## config.mk

```make
export PLATFORM = sky130hd
export DESIGN_NAME = mult_div_unit
export DESIGN_NICKNAME = d
export VERILOG_FILES = /design/src/rtl/mult_div_unit.sv
export SDC_FILE = /design/constraint.sdc
export NUM_CORES = 1
export LEC_CHECK = 0
export BUFFER_PORTS_ARGS = -buffer_cell sky130_fd_sc_hd__buf_2
export CORE_UTILIZATION = 62
export DETAILED_ROUTE_END_ITERATION = 12
export PLACE_DENSITY = 0.83
export SYNTH_ARGS = -nofsm -noshare
export SYNTH_HDL_FRONTEND = slang
export SYNTH_SLANG_ARGS = --single-unit
```

## constraint.sdc

```tcl
create_clock -name clk -period 5.2 [get_ports clk]
set_input_delay 0.78 -clock clk [delete_from_list [all_inputs] [get_ports clk]]
set_output_delay 0.78 -clock clk [all_outputs]
set_load 0.005 [all_outputs]
```

## src/rtl/mult_div_unit.sv

```systemverilog
// Iterative MULT/MULTU/DIV/DIVU unit owning the HI/LO registers.
// Optional: MD_EARLY_OUT_EN ends multiplies once the multiplier is exhausted.
//
// Ports:
//   clk, reset (async, active-low)
//   start, op[1:0] (00 MULT, 01 MULTU, 10 DIV, 11 DIVU), a, b
//   hi_we, lo_we, wdata : MTHI/MTLO writes, honoured when not busy
//   busy, done, div_by_zero : handshake/status
//   hi, lo : architectural HI/LO
module mult_div_unit #(
   parameter int WIDTH = 32
) (
   input  logic             clk,
   input  logic             reset,
   input  logic             start,
   input  logic [1:0]       op,
   input  logic [WIDTH-1:0] a,
   input  logic [WIDTH-1:0] b,
   input  logic             hi_we,
   input  logic             lo_we,
   input  logic [WIDTH-1:0] wdata,
   output logic             busy,
   output logic             done,
   output logic             div_by_zero,
   output logic [WIDTH-1:0] hi,
   output logic [WIDTH-1:0] lo
);

   localparam int CW = $clog2(WIDTH);

   typedef enum logic [1:0] {
      IDLE,
      CALC,
      FIX,
      DONE
   } state_t;

   state_t state, state_nxt;

   logic [CW-1:0]      cnt;
   logic               is_div;
   logic               neg_q;
   logic               neg_r;
   logic               dz;
   logic [2*WIDTH-1:0] acc;
   logic [2*WIDTH-1:0] mcand;
   logic [WIDTH-1:0]   opb;

   logic               sa, sb, last;
   logic [WIDTH-1:0]   mag_a, mag_b;
   logic [WIDTH:0]     shl, diff;
   logic [2*WIDTH-1:0] prod_fix;
   logic [WIDTH-1:0]   quo, rem, q_fix, r_fix;

   // Sign flags only matter for the signed ops (op[0]==0).
   assign sa    = ~op[0] & a[WIDTH-1];
   assign sb    = ~op[0] & b[WIDTH-1];
   assign mag_a = sa ? -a : a;
   assign mag_b = sb ? -b : b;

   // Divide: acc = {remainder, dividend/quotient}, restoring step.
   assign shl  = {acc[2*WIDTH-1:WIDTH], acc[WIDTH-1]};
   assign diff = shl - {1'b0, opb};

   assign quo      = acc[WIDTH-1:0];
   assign rem      = acc[2*WIDTH-1:WIDTH];
   assign prod_fix = neg_q ? -acc : acc;
   assign q_fix    = dz ? '1 : (neg_q ? -quo : quo);
   // With b==0 the remainder is |a|, so this restores the raw a.
   assign r_fix    = neg_r ? -rem : rem;

`ifdef MD_EARLY_OUT_EN
   assign last = (cnt == CW'(WIDTH-1)) |
                 (~is_div & (opb[WIDTH-1:1] == '0));
`else
   assign last = (cnt == CW'(WIDTH-1));
`endif

   assign busy        = (state == CALC) | (state == FIX);
   assign done        = (state == DONE);
   assign div_by_zero = done & is_div & dz;

   always_ff @(posedge clk or negedge reset) begin
      if (!reset) state <= IDLE;
      else        state <= state_nxt;
   end

   always_comb begin
      state_nxt = state;
      unique case (state)
         IDLE:    if (start) state_nxt = CALC;
         CALC:    if (last)  state_nxt = FIX;
         FIX:     state_nxt = DONE;
         DONE:    state_nxt = IDLE;
         default: state_nxt = IDLE;
      endcase
   end

   always_ff @(posedge clk or negedge reset) begin
      if (!reset) begin
         cnt    <= '0;
         is_div <= 1'b0;
         neg_q  <= 1'b0;
         neg_r  <= 1'b0;
         dz     <= 1'b0;
         acc    <= '0;
         mcand  <= '0;
         opb    <= '0;
      end else begin
         unique case (state)
            IDLE: if (start) begin
               cnt    <= '0;
               is_div <= op[1];
               neg_q  <= sa ^ sb;
               neg_r  <= sa;
               dz     <= (b == '0);
               opb    <= mag_b;
               mcand  <= {{WIDTH{1'b0}}, mag_a};
               acc    <= op[1] ? {{WIDTH{1'b0}}, mag_a} : '0;
            end
            CALC: begin
               cnt <= cnt + 1'b1;
               if (is_div) begin
                  if (!diff[WIDTH])
                     acc <= {diff[WIDTH-1:0], acc[WIDTH-2:0], 1'b1};
                  else
                     acc <= {shl[WIDTH-1:0], acc[WIDTH-2:0], 1'b0};
               end else begin
                  if (opb[0]) acc <= acc + mcand;
                  mcand <= mcand << 1;
                  opb   <= opb >> 1;
               end
            end
            default: ;
         endcase
      end
   end

   // Results land on the edge entering DONE; MTHI/MTLO only when idle.
   always_ff @(posedge clk or negedge reset) begin
      if (!reset) begin
         hi <= '0;
         lo <= '0;
      end else if (state == FIX) begin
         if (is_div) begin
            hi <= r_fix;
            lo <= q_fix;
         end else begin
            hi <= prod_fix[2*WIDTH-1:WIDTH];
            lo <= prod_fix[WIDTH-1:0];
         end
      end else if (!busy) begin
         if (hi_we) hi <= wdata;
         if (lo_we) lo <= wdata;
      end
   end

endmodule

```

-- After elaboration in Yosys (flattened, before gate mapping)
Index checks and enable logic that the tools add are counted.
Widths: inputs -> output; s select.
- reductions and logical operators: 12
- muxes and demuxes: 31
- equality and inequality tests: 9
- $add $sub $neg: 8
- bitwise operators: 7
- operators by type and width (cell ; count):
    $mux 32 ; 16
    $mux 64 ; 7
    $pmux 64 s2 ; 2
    $neg 32->32 ; 4
    $add 64x64->64 ; 1
    $neg 64->64 ; 1
    $pmux 32 s2 ; 1
    $sub 33x32->33 ; 1
    $logic_not 32->1 ; 1
    $pmux 5 s2 ; 1
    $reduce_and 2->1 ; 5
    $pmux 2 s4 ; 1
    $ne 2x2->1 const B ; 3
    $reduce_and 3->1 ; 2
    $reduce_bool 2->1 ; 3
    $add 5x1->5 const B ; 1
    $eq 5x5->1 const B ; 1
    $mux 5 ; 1
    $and 1x1->1 ; 4
    $eq 2x2->1 const B ; 2
    $mux 2 ; 2
    $ne 3x3->1 const B ; 1
    $eq 2x1->1 const B ; 1
    $logic_not 2->1 ; 1
    other kinds (4) ; 4
- bits of input ports: 103
- output and inout port bits: 67
- register bits: 235

-- Longest topological paths before layout
- depth in word-level cells: 6
- gate-level depth with buffers: 16
- depth with buffers taken out: 14

-- Least setup slack after synthesis
No wires, ideal clock.
- path kind: flip-flop to flip-flop
- from: register acc[31]
- to: register acc[60]
- cell stages (with the launch flop): 16
- clock period less this slack: 3.624 ns
- setup time: 0.090 ns
- path slack: 1.576 ns
- path buffers: 3
- data required time: 5.110 ns
- arrival: 3.534 ns
- path through: dfrtp_1 -> clkbuf_1 -> inv_1 -> ha_1 -> fa_1 -> nand2b_1 -> a21oi_1 -> o21ai_0 -> a21oi_1 -> o21ai_0 -> mux2_2 -> nor2_1 -> buf_2 -> clkbuf_1 -> a21oi_1 -> o221ai_1
- longest elaborated chain between the ends: 4
- elaborated cells between the ends (all ways): 6
- classes of those cells: 2 x add/sub; 4 x mux
- ends and longest elaborated chain (element ; line ; text):
    start, declared ; 45 ; logic [2*WIDTH-1:0] acc;
    start signal, assigned ; 119 ; acc <= op[1] ? {{WIDTH{1'b0}}, mag_a} : '0;
    start signal, assigned ; 125 ; acc <= {diff[WIDTH-1:0], acc[WIDTH-2:0], 1'b1};
    start signal, assigned ; 127 ; acc <= {shl[WIDTH-1:0], acc[WIDTH-2:0], 1'b0};
    $add 64x64->64 / $sub 33x32->33 (equally long branches) ; 129, 63 ;
    $mux 64, on equally long branches ; 129, 124 ;
    $mux 64 * ; 123 ; if (is_div) begin
    $pmux 64 s2 * ; 110 ; unique case (state)
Mark *: on every way between the ends. The rest lies on a longest branch, timed or not. The select of a mux whose other input is x is not followed.
A chain may end at the register's enable or synchronous reset.

-- Worst setup path in the final report
- from: register acc[31]
- to: register acc[63]
Same word-level chain as after synthesis.

==> impl_metrics.csv <==
group,metric,value,unit
final_layout,layout_commonest_cell,"nand2_1",
logic_synthesis,syn_nets,2679,
routing,dr.pass1.iters,6,
timing,worst_slew_pin_slew,1.22,ns
setup_path,crit_type,"reg2reg",
timing,timing.final.ws_setup,0.919,ns
final_layout,fin_util,70.6,%
setup_path,cpMaxStageDelayCell,"dfrtp_1",
floorplan,fp.dieW,178,um
logic_synthesis,synthAdderAreaFrac,7.21,%
clock_network,postCtsHoldBufs,0,
clock_network,post-cts-setup-buffer-count,0,
routing,routed_wl,63700,um
timing,hold_viol_final,0,
logic_synthesis,ys_seq_elements,235,
timing,setup_violations,0,
logic_synthesis,synth-edff-count,0,
clock_network,ctsResizeCount,0,
timing,setup_tns,0,ns
global_routing,overflow,0,
routing,drc,0,
clock_network,clk_path_buf_depth,3,
routing,dr_total_vias,19700,
placement,gp_congestion,0.996,
routing,drtIter0Drc,2157,
floorplan,dieArea,31500,um2
floorplan,coreArea,30000,um2
placement,portBuffers,169,
floorplan,rows,63,
placement,place_area,20200,um2
clock_network,clock_sinks,235,
clock_network,cts-htree-levels,1,
setup_path,crit_arrival,4.75,ns
clock_network,cts_root_buffer,"clkbuf_16",
setup_path,rr_startpoint,"acc[31]$_DFFE_PN0P_",
global_routing,grt_pass1_vias,18000,
logic_synthesis,postSynthAreaPerCell,7.75,um2
setup_path,worst_r2r_endpoint,"acc[63]$_DFFE_PN0P_",
logic_synthesis,synth_compound_area_share,28.0,%
final_layout,fillers,2514,
status,outcome,"finished, final reports clean",
global_routing,use_met3,6.43,%
final_layout,antenna-diode-count,0,
placement,dp_slack,1.05,ns
routing,wl_per_cell,21.6,um
final_layout,areaGrowthSynthToFinish,10.6,%
routing,ant_nets,0,
timing,rsz0062_at_grt,"no",
logic_synthesis,yosys.area_share.simple,18.1,%
logic_synthesis,yosysTopAreaCell,"dfrtp_1",
floorplan,fp.dieH,178,um
logic_synthesis,async_reset_ff_share,100,%
logic_synthesis,synth_top_flop_cell,"dfrtp_1",
logic_synthesis,ys_warn_count,0,
placement,hpwlAfterDp,47900,um
setup_path,critPathBufInv,2,
floorplan,start_util,63.8,%
clock_network,path_clk_slew,0.07,ns
final_layout,postLayoutCellArea,21100,um2
placement,dp.cells,2905,
logic_synthesis,synth_cells,2467,
setup_path,critical_path.startpoint_type,"flip-flop",
setup_path,end_kind,"flip-flop",
power_and_ir_drop,leakage,9.63,nW
final_layout,nets,2756,
clock_network,clk_latency,0.56,ns
routing,avgViaCountPerCell,6.68,
clock_network,cts_tree,"yes",
timing,fin_skew,0.0206,ns
final_layout,stdcell_count,2954,
setup_path,r2r_slack,0.92,ns
setup_path,slowest_delay,0.59,ns
timing,slew_headroom,18.5,%
timing,min_period,4.28,ns
run,cap_viol_max_count,0,
logic_synthesis,synthXorXnorAreaFrac,9.30,%
power_and_ir_drop,irDropWorstVdd,0.000742,V
setup_path,path_max_fanout,30,
min_path,hold_class,"in2async",
setup_path,cp_top_family,"compound AO/OA/AOI/OAI gates",
global_routing,grt.total_usage,40.2,%
global_routing,grt_max_degree,100,
global_routing,met2_usage,62.4,%
power_and_ir_drop,power.density,748,nW/um2
setup_path,r2r_cells,15,
global_routing,grt_pass1_wl,99700,um
logic_synthesis,synth_area_leaders,"dfrtp_1 31%, o21ai_0 7.8%, a21oi_1 7.1%",
logic_synthesis,yosysTopAreaCellShare,30.8,%
timing,finalCritPeriodShare,82.3,%
final_layout,drive_above_1_share,10.6,%
global_routing,use_met1,57.3,%
clock_network,cts_buffers,27,
global_routing,grt_busiest_layer,"met2",
timing,max_clock_freq,234,MHz
setup_path,required,5.67,ns
global_routing,antenna_found_initial,0,
floorplan,io_pins,170,
logic_synthesis,seq_area_frac_synth,30.8,%
timing,maxSlewViolCount,0,
logic_synthesis,synthMuxAreaShare,2.12,%
setup_path,cp_cell_sequence,"inv_1, ha_1, fa_1, nand2b_1, a21oi_1, o21ai_0, a21oi_1, o21ai_0, mux2_2, nor2_4, buf_12, nor4_1, a311oi_1, a21oi_1, o21ai_0",
logic_synthesis,synth_cell_types,75,
final_layout,final_cell_mix,"321 x nand2_1, 298 x o21ai_0, 270 x a21oi_1",
logic_synthesis,synth_top_family_by_area,"compound AO/OA/AOI/OAI gates",
logic_synthesis,syn_area,19100,um2
-- worst max-delay path by stage --
stage | startpoint | depth (start not counted) | end
after global placement | acc[31]$_DFFE_PN0P_ | 15 | acc[63]$_DFFE_PN0P_
after CTS | acc[31]$_DFFE_PN0P_ | 15 | acc[63]$_DFFE_PN0P_
after detailed placement | acc[31]$_DFFE_PN0P_ | 15 | acc[63]$_DFFE_PN0P_
after floorplan | acc[31]$_DFFE_PN0P_ | 15 | acc[60]$_DFFE_PN0P_
after global routing | acc[31]$_DFFE_PN0P_ | 15 | acc[63]$_DFFE_PN0P_
final | acc[31]$_DFFE_PN0P_ | 15 | acc[63]$_DFFE_PN0P_
-- state kept, by name (all words and copies together), names as in the netlist --
name    cells
opb        32
state       2
neg_r       1
cnt         5
hi         32
dz          1
neg_q       1
mcand      64
acc        64
lo         32
is_div      1
-- power by group --
part	switching (mW)	leakage, nW	internal [mW]	total, mW
Combinational	6.52	6.14	3.69	10.2
Clock	0.822	0.474	1.25	2.07
Sequential	0.955	3.02	2.57	3.52
Total	8.30	9.63	7.51	15.8
-- synth_stat cells (15+ instances only) --
library cell and instances:
o31ai_1 33, a22oi_1 15, xor2_1 86, o21ai_0 298, a21oi_1 270, nor2b_1 19
o22ai_1 36, xnor2_1 117, a31oi_1 20, inv_1 77, dfrtp_1 235, ha_1 107
nor3_1 34, nand4_1 24, o21bai_1 22, or3_1 26, mux2i_1 36, a22o_1 36
nor4_1 16, a21o_1 49, nand2b_1 23, nor2_1 207, clkbuf_1 130, nand3_1 32
nand2_1 321, a211oi_1 16
-- final cells by class --
type | count | area, um2 | area share (%)
Multi-Input combinational cell | 2008 | 12400 | 58.8
Sequential cell | 235 | 5880 | 27.8
Timing Repair Buffer | 195 | 1100 | 5.21
Clock buffer | 36 | 779 | 3.69
Tap cell | 390 | 488 | 2.31
Inverter | 77 | 289 | 1.37
Clock inverter | 13 | 171 | 0.811
-- stage by stage --
step	power, mW	hold slack (ns)
3_5_place_dp	13.4	0.465
2_1_floorplan	10.4	0.453
6_report	15.8	0.240
5_1_grt	16.9	0.305
4_1_cts	15.5	0.287
3_3_place_gp	13.1	0.457
-- metal layers --
metal,up-vias,part of all wire (%)
li1,9036,-
met1,9434,43
met2,1097,44
met3,151,10
met4,0,3.3
met5,-,0
-- worst reg2reg max path, stage by stage, from the launching register on --
cell and delay [ns]:
dfrtp_1 0.59, inv_1 0.09, ha_1 0.24, fa_1 0.39, nand2b_1 0.20, a21oi_1 0.26, o21ai_0 0.20, a21oi_1 0.25
o21ai_0 0.20, mux2_2 0.33, nor2_4 0.53, buf_12 0.27, nor4_1 0.08, a311oi_1 0.30, a21oi_1 0.11, o21ai_0 0.15
-- kinds of logic (layout without fill, tap and decap cells) --
family / count (synthesis) / after routing
AO/OA/AOI/OAI: 892 / 892
AND/OR/NAND/NOR: 764 / 764
flip-flops: 235 / 235
buffers and inverters: 224 / 321
XOR/XNOR: 203 / 203
adder cells (fa/ha/maj): 109 / 109
multiplexers: 40 / 40
No activity file was read; power rests on OpenSTA's default activity.
